## config.mk

```make
export PLATFORM = sky130hd
export DESIGN_NAME = max_pcx_pkt_reader
export DESIGN_NICKNAME = d
export VERILOG_FILES = /design/src/rtl/max_ccx_pkg.sv /design/src/rtl/max_pcx_rd_ctl.sv /design/src/rtl/max_pcx_pkt_reader.sv
export SDC_FILE = /design/constraint.sdc
export NUM_CORES = 1
export LEC_CHECK = 0
export ABC_AREA = 1
export BUFFER_PORTS_ARGS = -buffer_cell sky130_fd_sc_hd__clkbuf_2
export CAP_MARGIN = 20
export CORE_ASPECT_RATIO = 0.5
export CORE_MARGIN = 2
export CORE_UTILIZATION = 35
export CTS_BUF_LIST = sky130_fd_sc_hd__clkbuf_4
export DETAILED_ROUTE_END_ITERATION = 8
export SYNTH_ARGS = -nofsm -noshare
export SYNTH_HDL_FRONTEND = slang
export SYNTH_HIERARCHICAL = 1
export SYNTH_SLANG_ARGS = --single-unit
export TNS_END_PERCENT = 30
```

## constraint.sdc

```tcl
create_clock -name gclk -period 2.1 [get_ports gclk]
set_input_delay 0.105 -clock gclk [delete_from_list [all_inputs] [get_ports gclk]]
set_output_delay 0.105 -clock gclk [all_outputs]
set_load 0.005 [all_outputs]
```

## src/rtl/max_ccx_pkg.sv

```systemverilog
// Shared constants and types for the PCX/CPX word-stream readers.
// Provides PCX packet geometry and the packet reader FSM state type.
package max_ccx_pkg;

    localparam int PCX_PKT_W   = 124;
    localparam int PCX_VLD_BIT = 123;
    localparam int CCX_WORD_W  = 32;
    localparam int PCX_WORDS   = 4;

    typedef enum logic [1:0] {
        IDLE    = 2'd0,
        COLLECT = 2'd1,
        HOLD    = 2'd2
    } pcx_rd_state_t;

endpackage

```

## src/rtl/max_pcx_rd_ctl.sv

```systemverilog
// FIFO read-issue control for the PCX packet reader.
// Ports: gclk/arst_l clock and async active-low reset; fifo_empty and
//   fifo_almost_empty from the word FIFO; slot_free when the output slot can
//   take a frame; frame_done on capture of the last word; rd_strobe is the pop
//   strobe; rd_inflight is rd_strobe delayed one cycle (data valid now).
module max_pcx_rd_ctl
    import max_ccx_pkg::*;
#(
    parameter int WORDS_PER_PKT = PCX_WORDS
) (
    input  logic gclk,
    input  logic arst_l,
    input  logic fifo_empty,
    input  logic fifo_almost_empty,
    input  logic slot_free,
    input  logic frame_done,
    output logic rd_strobe,
    output logic rd_inflight
);

    localparam int IW = $clog2(WORDS_PER_PKT + 1);

    logic [IW-1:0] words_issued;
    logic          can_issue;

    // The final word of a frame is held back until the output slot can
    // take the completed packet.
    assign can_issue = (words_issued < IW'(WORDS_PER_PKT - 1)) ||
                       ((words_issued == IW'(WORDS_PER_PKT - 1)) && slot_free);

    // A pop already in flight may have drained the last word.
    assign rd_strobe = !fifo_empty &&
                       !(fifo_almost_empty && rd_inflight) &&
                       can_issue;

    always_ff @(posedge gclk or negedge arst_l) begin
        if (!arst_l) begin
            words_issued <= '0;
            rd_inflight  <= 1'b0;
        end else begin
            rd_inflight <= rd_strobe;
            if (frame_done)
                words_issued <= rd_strobe ? IW'(1) : '0;
            else if (rd_strobe)
                words_issued <= words_issued + IW'(1);
        end
    end

endmodule

```

## src/rtl/max_pcx_pkt_reader.sv

```systemverilog
// Reassembles 4-word PCX frames from the max_pcx FIFO into 124-bit packets.
// Ports: gclk, arst_l (async active-low); max_pcx_empty/almost_empty/data in,
//   max_pcx_read out; pcx_pkt/pcx_pkt_vld out with pcx_pkt_rdy in.
//   With MAX_PCX_STATS_EN defined, pcx_pkt_cnt and pcx_drop_cnt are added.
module max_pcx_pkt_reader
    import max_ccx_pkg::*;
#(
    parameter int WORDS_PER_PKT = PCX_WORDS,
    parameter int PKT_W         = PCX_PKT_W
`ifdef MAX_PCX_STATS_EN
    ,
    parameter int CNT_W         = 16
`endif
) (
    input  logic                  gclk,
    input  logic                  arst_l,
    input  logic                  max_pcx_empty,
    input  logic                  max_pcx_almost_empty,
    input  logic [CCX_WORD_W-1:0] max_pcx_data,
    output logic                  max_pcx_read,
    output logic [PKT_W-1:0]      pcx_pkt,
    output logic                  pcx_pkt_vld,
    input  logic                  pcx_pkt_rdy
`ifdef MAX_PCX_STATS_EN
    ,
    output logic [CNT_W-1:0]      pcx_pkt_cnt,
    output logic [CNT_W-1:0]      pcx_drop_cnt
`endif
);

    // Word 0 keeps only the bits below the pad nibble.
    localparam int W0_W = PCX_PKT_W - 3 * CCX_WORD_W;

    pcx_rd_state_t         state;
    logic                  rd_inflight;
    logic [1:0]            idx;
    logic [W0_W-1:0]       w0;
    logic [CCX_WORD_W-1:0] w1;
    logic [CCX_WORD_W-1:0] w2;
    logic [PCX_PKT_W-1:0]  frame;
    logic                  last_cap;
    logic                  frame_ok;
    logic                  accept;
    logic                  slot_free;
    logic                  busy;

    assign accept    = pcx_pkt_vld && pcx_pkt_rdy;
    assign slot_free = !pcx_pkt_vld || pcx_pkt_rdy;
    assign last_cap  = rd_inflight && (idx == 2'(WORDS_PER_PKT - 1));
    // The last word is taken straight off the FIFO data bus.
    assign frame     = {w0, w1, w2, max_pcx_data};
    assign frame_ok  = frame[PCX_VLD_BIT];
    assign busy      = max_pcx_read || rd_inflight || (idx != 2'd0);

    max_pcx_rd_ctl #(
        .WORDS_PER_PKT(WORDS_PER_PKT)
    ) u_rd_ctl (
        .gclk             (gclk),
        .arst_l           (arst_l),
        .fifo_empty       (max_pcx_empty),
        .fifo_almost_empty(max_pcx_almost_empty),
        .slot_free        (slot_free),
        .frame_done       (last_cap),
        .rd_strobe        (max_pcx_read),
        .rd_inflight      (rd_inflight)
    );

    always_ff @(posedge gclk or negedge arst_l) begin
        if (!arst_l) begin
            state       <= IDLE;
            idx         <= 2'd0;
            w0          <= '0;
            w1          <= '0;
            w2          <= '0;
            pcx_pkt     <= '0;
            pcx_pkt_vld <= 1'b0;
        end else begin
            if (rd_inflight) begin
                unique case (idx)
                    2'd0: w0 <= max_pcx_data[W0_W-1:0];
                    2'd1: w1 <= max_pcx_data;
                    2'd2: w2 <= max_pcx_data;
                    2'd3: ;
                endcase
                idx <= idx + 2'd1;
            end

            // A new packet wins over clearing vld on an accept.
            if (last_cap && frame_ok) begin
                pcx_pkt     <= frame;
                pcx_pkt_vld <= 1'b1;
            end else if (accept) begin
                pcx_pkt_vld <= 1'b0;
            end

            unique case (state)
                IDLE:
                    if (busy)
                        state <= COLLECT;
                COLLECT:
                    if (last_cap)
                        state <= frame_ok ? HOLD : IDLE;
                HOLD:
                    if (accept && !(last_cap && frame_ok))
                        state <= busy ? COLLECT : IDLE;
                default:
                    state <= IDLE;
            endcase
        end
    end

`ifdef MAX_PCX_STATS_EN
    always_ff @(posedge gclk or negedge arst_l) begin
        if (!arst_l) begin
            pcx_pkt_cnt  <= '0;
            pcx_drop_cnt <= '0;
        end else begin
            if (accept && (pcx_pkt_cnt != '1))
                pcx_pkt_cnt <= pcx_pkt_cnt + 1'b1;
            if (last_cap && !frame_ok && (pcx_drop_cnt != '1))
                pcx_drop_cnt <= pcx_drop_cnt + 1'b1;
        end
    end
`endif

endmodule

```

==> metrics.yaml, run 1 <==
critical_path:
  setup.worst_path.end_class: "output pin"
  rrSetupSlack_ns: 0.17
  cp.required_ns: 2.00
  arrival_ns: 1.83
  start_kind: "flop"
  worstSetupPathType: "reg2out"
  cp_max_fo: 4
synth:
  avgSynthCellArea_um2: 9.58
  ys_ff_latch: 223
  ys_types: 19
  synthesis.area_um2: 8870
  yosysWarnings: 6
  seq_area_frac_synth_pct: 62.9
  synth_fp_nets: 969
  synth_cells: 926
power_and_ir_drop:
  p_leak_uw: 0.00588
  p_total_uw: 16100
  max-vdd-ir-drop_mv: 0.566
  power.density_nw_per_um2: 1470
floorplan:
  rows: 41
  initial_core_util_pct: 35.4
  dieArea_um2: 26700
  io_pins: 163
  die_y_um: 117
  die_w_um: 229
  core_area_um2: 25000
job:
  drv_cap: 0
global_route:
  grt_pass1_wl_mm: 37.6
  grt_max_degree: 125
  grt.total_usage_pct: 17.3
  globalRouteOverflowTotal: 0
  antenna_found_initial: 1
  grt_pass1_vias: 7072
timing:
  relSlewSlack_pct: 56.9
  rsz0062_at_grt: "false"
  tightestPinTransition_ns: 0.647
  finClkSkew_ns: 0.0272
  setup_viol: 0
  finalSetupTns_ns: 0
  drv_slew: 0
  period_share_pct: 92.2
  fmax_mhz: 517
  min_period_ns: 1.94
  final_hold_viol_count: 0
clocking:
  clock_sinks: 223
  cts.path.max_buffers: 3
  cts_tree: "done"
  numCtsBuffers: 53
  post_cts_resized: 0
  cts-root-buf: "clkbuf_4"
  clkTransAtPathRegs_ns: 0.07
  htreeDepth: 2
  clkLatencyLatePin_ns: 0.63
final_layout:
  finalNetCount: 1167
  syn_to_final_growth_pct: 23.7
  drive_above_1_share_pct: 23.1
  fillCellCount: 2487
detailed_routing:
  drt-initial-drc-count: 544
  drcViolationCount: 0
  vias: 7242
  drt-total-wl_mm: 23.3
  ant_nets: 0
  drt_pass1_iterations: 5
  routed_via_density: 4.82
  wl_per_cell_um: 15.5
status:
  status: "complete, no violations"
placed_design:
  gp_congestion: 0.741
  io_buffer_count: 162
  dpl.hpwl_mm: 14.3
worst_hold_path:
  hold_class: "in2async"
[logic make-up (layout without fill, tap and decap cells)]
logic type / count (synthesis) / after routing / share of synthesized area (%)
flops: 223 / 223 / 62.9
buf+inv: 117 / 350 / 6.15
other cells: 0 / 1 / 0
simple gates: 485 / 485 / 24.5
fa+ha+maj: 6 / 6 / 0.847
compound gates: 94 / 94 / 5.43
xor+xnor: 1 / 1 / 0.0988
[state kept, by name, summed over array words and instances, names as in the netlist]
name	flops
pcx_pkt	124
w1	32
w2	32
w0	28
u_rd_ctl/words_issued	3
idx	2
pcx_pkt_vld	1
u_rd_ctl/rd_inflight	1
[metal layers]
layer / vias to the layer above / routed length (um) / track usage (%)
met4: 0 / 409 / 5.50
met3: 40 / 1160 / 4.20
li1: 3483 / - / -
met1: 3555 / 11000 / 24.6
met5: - / 0 / 0
met2: 164 / 10700 / 26.4
[cells in the final DEF (no fill, tap or decap), drive strengths merged]
| master | instances |
|---|---|
| nand3 | 4 |
| ha | 6 |
| xor2 | 1 |
| a21oi | 1 |
| diode | 1 |
| clkinv | 16 |
| clkbuf | 235 |
| nand2 | 356 |
| o21ai | 93 |
| dlygate4sd3 | 37 |
| inv | 43 |
| nand4 | 125 |
| buf | 19 |
| dfrtp | 223 |
[worst max-delay path: stages (launching register included)]
cell      delay (ns)
dfrtp_1         0.40
ha_1            0.21
ha_1            0.17
nand2_1         0.09
nand2_4         0.08
nand2_4         0.07
inv_1           0.07
clkbuf_2        0.11
[layout make-up]
cell class                 instances  area [um2]  share of cell area (%)
clock inverter                    16        60.1                   0.548
sequential                       223        5590                    50.9
timing repair buffer             217        1410                    12.9
inverter                          43         161                    1.47
clock buffer                      74         556                    5.07
multi-input combinational        586        2760                    25.1
tap                              344         430                    3.92
antenna                            1        2.50                  0.0228
[cell usage after synthesis (all sizes together)]
library cell	number	area share, %
nand2	356	15
dfrtp	223	63
nand4	125	8.8
o21ai	93	5.2
buf	51	3.3
inv	43	1.8
clkbuf	23	1.0
ha	6	0.85
nand3	4	0.37
a21oi	1	0.18
xor2	1	0.099
[timing repair]
item,4_1_cts,5_1_grt
hold endpoints to repair,352,0
hold buffers,37,0
setup buffers,0,0
[where the power goes]
group	internal (uW)	switching [uW]	total [uW]
sequential	6320	1260	7580
clock	1620	1690	3300
combinational	2000	3220	5220
total	9940	6160	16100
[final timing paths]
kind                                     startpoint                  endpoint  cells past startpoint
max reg2reg                                  idx[0]  u_rd_ctl/words_issued[1]                      8
min                                          arst_l                pcx_pkt[8]                      2
max in group asynchronous                    arst_l                pcx_pkt[3]                      3
min in group gclk                  max_pcx_data[25]               pcx_pkt[25]                      4
max                        u_rd_ctl/words_issued[0]              max_pcx_read                      7
min reg2reg                            pcx_pkt[123]              pcx_pkt[123]                      2
[per-stage QoR]
step           setup slack, ns  hold slack (ns)  utilization (%)  cells  area (um2)
6_report                 0.164           0.0214             43.8   1504       11000
5_1_grt                 0.0387           0.0277             43.8   1504       11000
4_1_cts                 0.0930          0.00909             43.8   1503       11000
3_5_place_dp             0.493            0.102             39.9   1376        9980
3_3_place_gp             0.512            0.105             39.9   1376        9980
2_1_floorplan            0.588           -0.191                -    926        8870
Power figures use the tool's default switching activity.
==> inputs of run 2 (changes only) <==
clock period = 1.6 ns   (was 2.1 ns; I/O delays follow)
==> metrics.yaml, run 2 (synthesis results as in run 1) <==
placed_design:
  dpl.hpwl_mm: 14.4
  placed_area_um2: 10100
  io_buffer_count: 162
  placed_cells: 1381
  gp_congestion: 0.788
global_route:
  grt_pass1_wl_mm: 36.9
  antenna_found_initial: 1
  globalRouteOverflowTotal: 0
  grt.total_usage_pct: 17.1
  grt_max_degree: 125
  grt_pass1_vias: 6979
timing:
  setup_viol: 1
  tightestPinTransition_ns: 0.591
  finalSetupTns_ns: -0.190
  final_hold_viol_count: 0
  drv_slew: 0
  finClkSkew_ns: 0.0388
  period_share_pct: 112
  min_period_ns: 1.79
  relSlewSlack_pct: 60.6
  fmax_mhz: 559
  rsz0062_at_grt: "true"
  hold_ws_ns: 0.219
  fin_ws_ns: -0.190
final_layout:
  regMostFlops: "pcx_pkt"
  layout_common_cells: "348 x nand2_1, 221 x dfrtp_1, 161 x clkbuf_2"
  reg_top3: "pcx_pkt: 124 flops, w1: 32 flops, w2: 32 flops"
  fin_util_pct: 44.8
  fin_area_um2: 11200
  syn_to_final_growth_pct: 26.5
  drive_above_1_share_pct: 24.4
  layout_commonest_cell: "nand2_1"
  instances_no_fill: 1519
  finalNetCount: 1175
  largest_register_ffs: 124
worst_hold_path:
  min_path_cells: 4
  hold_class: "in2reg"
detailed_routing:
  vias: 7227
  drt-total-wl_mm: 23.2
  drt-initial-drc-count: 491
  wl_per_cell_um: 15.3
  ant_nets: 0
  drt_pass1_iterations: 4
  routed_via_density: 4.76
  drcViolationCount: 0
floorplan:
  die_w_um: 229
  core_area_um2: 25000
  die_y_um: 117
  initial_core_util_pct: 35.4
  rows: 41
  dieArea_um2: 26700
  io_pins: 163
clocking:
  cts-root-buf: "clkbuf_4"
  cts_tree: "done"
  htreeDepth: 2
  clkLatencyLatePin_ns: 0.66
  numCtsBuffers: 53
  cts.path.max_buffers: 3
  clkTransAtPathRegs_ns: 0.07
  clock_sinks: 223
critical_path:
  cp_num_buf_inv: 2
  rr_worst_depth: 3
  worstSetupPathType: "reg2out"
  start_kind: "flop"
  max_stage_delay_ns: 0.39
  setup.worst_path.end_class: "output pin"
  cp.depth: 7
  crit_top_cell: "nand2_4"
  cp_slowest_cell: "dfrtp_1"
  cp.required_ns: 1.52
  path_cells: "ha_2 > ha_4 > nand2_4 > nand2_4 > nand2_4 > inv_2 > clkbuf_2"
  cp_max_fo: 4
  critical_path.top_delay_family: "flip-flops"
  arrival_ns: 1.71
power_and_ir_drop:
  p_leak_uw: 0.00600
  power.density_nw_per_um2: 1930
  max-vdd-ir-drop_mv: 0.724
job:
  drv_cap: 0
status:
  failed_checks: "setup timing"
  status: "finished, violations left"
==> run 2: cell count changes in the layout (fill, tap and decap cells not counted), sizes merged <==
cell,change
buf,+8
clkbuf,+2
inv,+2
clkinv,+2
bufinv,+1
==> run 2: cell type report <==
type,count,area [um2]
Antenna cell,1,2.50
Clock buffer,76,571
Clock inverter,21,108
Fill cell,2495,13800
Inverter,43,161
Multi-Input combinational cell,586,2780
Sequential cell,223,5590
Tap cell,344,430
Timing Repair Buffer,225,1570
==> run 2: path summary, 6_finish.rpt <==
path,slack (ns),startpoint,endpoint
worst min register to register,0.48,pcx_pkt[68],pcx_pkt[68]
worst min-delay path,0.22,max_pcx_data[5],pcx_pkt[5]
worst max register to register,0.08,u_rd_ctl/rd_inflight,pcx_pkt[17]
worst max-delay path,-0.19,u_rd_ctl/words_issued[1],max_pcx_read
max in group asynchronous,0.68,arst_l,pcx_pkt[20]
min in group asynchronous,0.52,arst_l,w2[11]
==> run 2: layer usage <==
layer  up-vias  share of wire, %  global-route usage (%)
met5         -                 0                       0
met4         0               1.5                    5.15
met1      3516                47                    23.8
met3        37               5.1                    4.42
li1       3512                 -                       -
met2       162                46                    26.6
==> run 2: power breakdown <==
group / internal, uW / switching (uW)
Combinational: 2870 / 4260
Clock: 2360 / 2260
Sequential: 8300 / 1620
Total: 13500 / 8140
==> run 2: worst min-delay path: stages <==
cell           delay, ns
dlygate4sd3_1       0.53
clkbuf_2            0.11
nand4_1             0.08
nand2_1             0.05
==> run 2: repair_timing <==
item / in CTS / in global routing
endpoints found under the setup margin: 1 / 2
endpoints found under the hold margin: 352 / 0
gates resized for setup: 6 / 0
setup buffers: 2 / 0
pin swaps: 2 / 0
hold buffers: 38 / 0
==> run 2: stage by stage <==
stage | power (uW) | setup slack [ns]
5_1_grt | 23500 | -0.320
4_1_cts | 21900 | -0.283
6_report | 21700 | -0.190
2_1_floorplan | 13800 | 0.0879
3_3_place_gp | 16800 | 0.135
3_5_place_dp | 17000 | 0.146
==> inputs of run 3 (changes only) <==
MAX_ROUTING_LAYER = met4   (was unset)
REMOVE_ABC_BUFFERS = 1   (was unset)
==> metrics.yaml, run 3 (synthesis results as in run 1) <==
placed_design:
  pre_cts_ws_ns: 0.112
  gp_congestion: 0.788
  placed_area_um2: 10100
  dpl.hpwl_mm: 14.1
  io_buffer_count: 162
  placed_cells: 1383
critical_path:
  start_kind: "flop"
  cp.required_ns: 1.52
  setup.worst_path.end_class: "output pin"
  timing.rr.end: "pcx_pkt[72]"
  arrival_ns: 1.68
  rr_worst_depth: 5
  worstSetupPathType: "reg2out"
  rrSetupSlack_ns: 0.13
  cp_max_fo: 2
  reg2reg_from: "idx[0]"
timing:
  final_hold_viol_count: 0
  rsz0062_at_grt: "true"
  tightestPinTransition_ns: 0.582
  finClkSkew_ns: 0.0449
  min_period_ns: 1.76
  finalSetupTns_ns: -0.158
  period_share_pct: 110
  fin_ws_ns: -0.158
  drv_slew: 0
  relSlewSlack_pct: 61.2
  fmax_mhz: 569
  setup_viol: 1
detailed_routing:
  drcViolationCount: 0
  routed_via_density: 4.86
  drt-initial-drc-count: 588
  drt-total-wl_mm: 23.0
  ant_nets: 0
  wl_per_cell_um: 15.2
  drt_pass1_iterations: 5
  vias: 7346
clocking:
  clock_sinks: 223
  cts_tree: "done"
  cts-root-buf: "clkbuf_4"
  clkLatencyLatePin_ns: 0.66
  numCtsBuffers: 53
  htreeDepth: 2
  cts.path.max_buffers: 3
  clkTransAtPathRegs_ns: 0.07
final_layout:
  reg_top3: "pcx_pkt: 124 flops, w1: 32 flops, w2: 32 flops"
  largest_register_ffs: 124
  finalNetCount: 1178
  syn_to_final_growth_pct: 26.4
  fillCellCount: 2454
  drive_above_1_share_pct: 24.6
  regMostFlops: "pcx_pkt"
  layout_common_cells: "348 x nand2_1, 221 x dfrtp_1, 161 x clkbuf_2"
  fin_area_um2: 11200
  layout_commonest_cell: "nand2_1"
  instances_no_fill: 1513
power_and_ir_drop:
  power.density_nw_per_um2: 1940
  seq_power_share_pct: 45.5
  p_comb_share_pct: 33.2
  p_leak_uw: 0.00599
  p_sw_uw: 8150
  swShare_pct: 37.4
  p_total_uw: 21800
  max-vdd-ir-drop_mv: 0.666
  internal-power_uw: 13600
  p_clk_share_pct: 21.2
floorplan:
  dieArea_um2: 26700
  die_y_um: 117
  rows: 41
  initial_core_util_pct: 35.4
  io_pins: 163
  die_w_um: 229
  core_area_um2: 25000
global_route:
  grt_pass1_wl_mm: 37.5
  antenna_found_initial: 2
  grt_pass1_vias: 7205
  globalRouteOverflowTotal: 0
  grt.total_usage_pct: 17.8
  grt_max_degree: 125
worst_hold_path:
  min_path_cells: 4
  hold_start: "max_pcx_data[5]"
  hold_class: "in2reg"
  hold_end: "pcx_pkt[5]"
status:
  status: "finished, violations left"
  failed_checks: "setup timing"
job:
  drv_cap: 0
## run 3: changes by cell type in the layout (fill, tap and decap cells not counted), sizes merged
cell | before | now
clkbuf | 237 | 236
inv | 45 | 44
bufinv | 1 | 2
buf | 27 | 30
diode | 1 | 2
clkinv | 18 | 9
## run 3: power groups by stage
stage	logic [uW]	registers (uW)	clock network [uW]
after floorplan	3100	10300	0
after global placement	6930	9900	0
after detailed placement	7090	9990	0
after CTS	7320	9920	4810
after global routing	8250	10200	5140
final	7240	9920	4630
## run 3: worst max path at each step
stage,slack (ns),endpoint,from,depth (start not counted)
final,-0.16,max_pcx_read,u_rd_ctl/words_issued[1],7
after global routing,-0.30,max_pcx_read,u_rd_ctl/words_issued[1],7
after CTS,-0.23,max_pcx_read,u_rd_ctl/words_issued[1],7
after detailed placement,0.11,pcx_pkt[72],idx[0],5
after global placement,0.17,pcx_pkt[53],idx[0],5
after floorplan,-2.88,pcx_pkt[0],idx[0],4
## run 3: critical path, cell delays in order, from the launching register on
cell and delay, ns:
dfrtp_1 0.39, ha_2 0.19, ha_4 0.16, nand2_4 0.05, nand2_4 0.05, nand2_4 0.06, inv_2 0.04, clkbuf_2 0.10
## run 3: routing by layer
layer	GRT usage [%]	share of wire (%)	up-vias
met5	-	0	-
met4	5.28	1.5	0
met3	3.81	4.0	33
met2	28.2	49	150
met1	23.2	46	3631
li1	-	-	3532
## run 3: repair_timing
| item | 4_1_cts | 5_1_grt |
|---|---|---|
| resized for setup | 6 | 0 |
| setup buffers | 4 | 0 |
| pin swaps | 2 | 1 |
| hold buffers | 37 | 0 |
| endpoints found under the hold margin | 352 | 0 |
| setup endpoints to repair | 1 | 1 |
## run 3: layout make-up
cell class / instances / area (um2) / share of cell area, %
timing repair buffer: 228 / 1580 / 14.1
inverter: 43 / 161 / 1.44
sequential: 223 / 5590 / 49.9
multi-input combinational: 586 / 2780 / 24.8
clock buffer: 75 / 563 / 5.02
clock inverter: 12 / 97.6 / 0.871
antenna: 2 / 5.00 / 0.0447
tap: 344 / 430 / 3.84
## run 3: metrics by stage
stage                     hold WS, ns  util [%]
after CTS                       0.169      44.8
after global routing            0.199      44.8
after detailed placement       0.0460      40.4
after floorplan                -0.216         -
final                           0.235      44.8
after global placement         0.0356      40.4
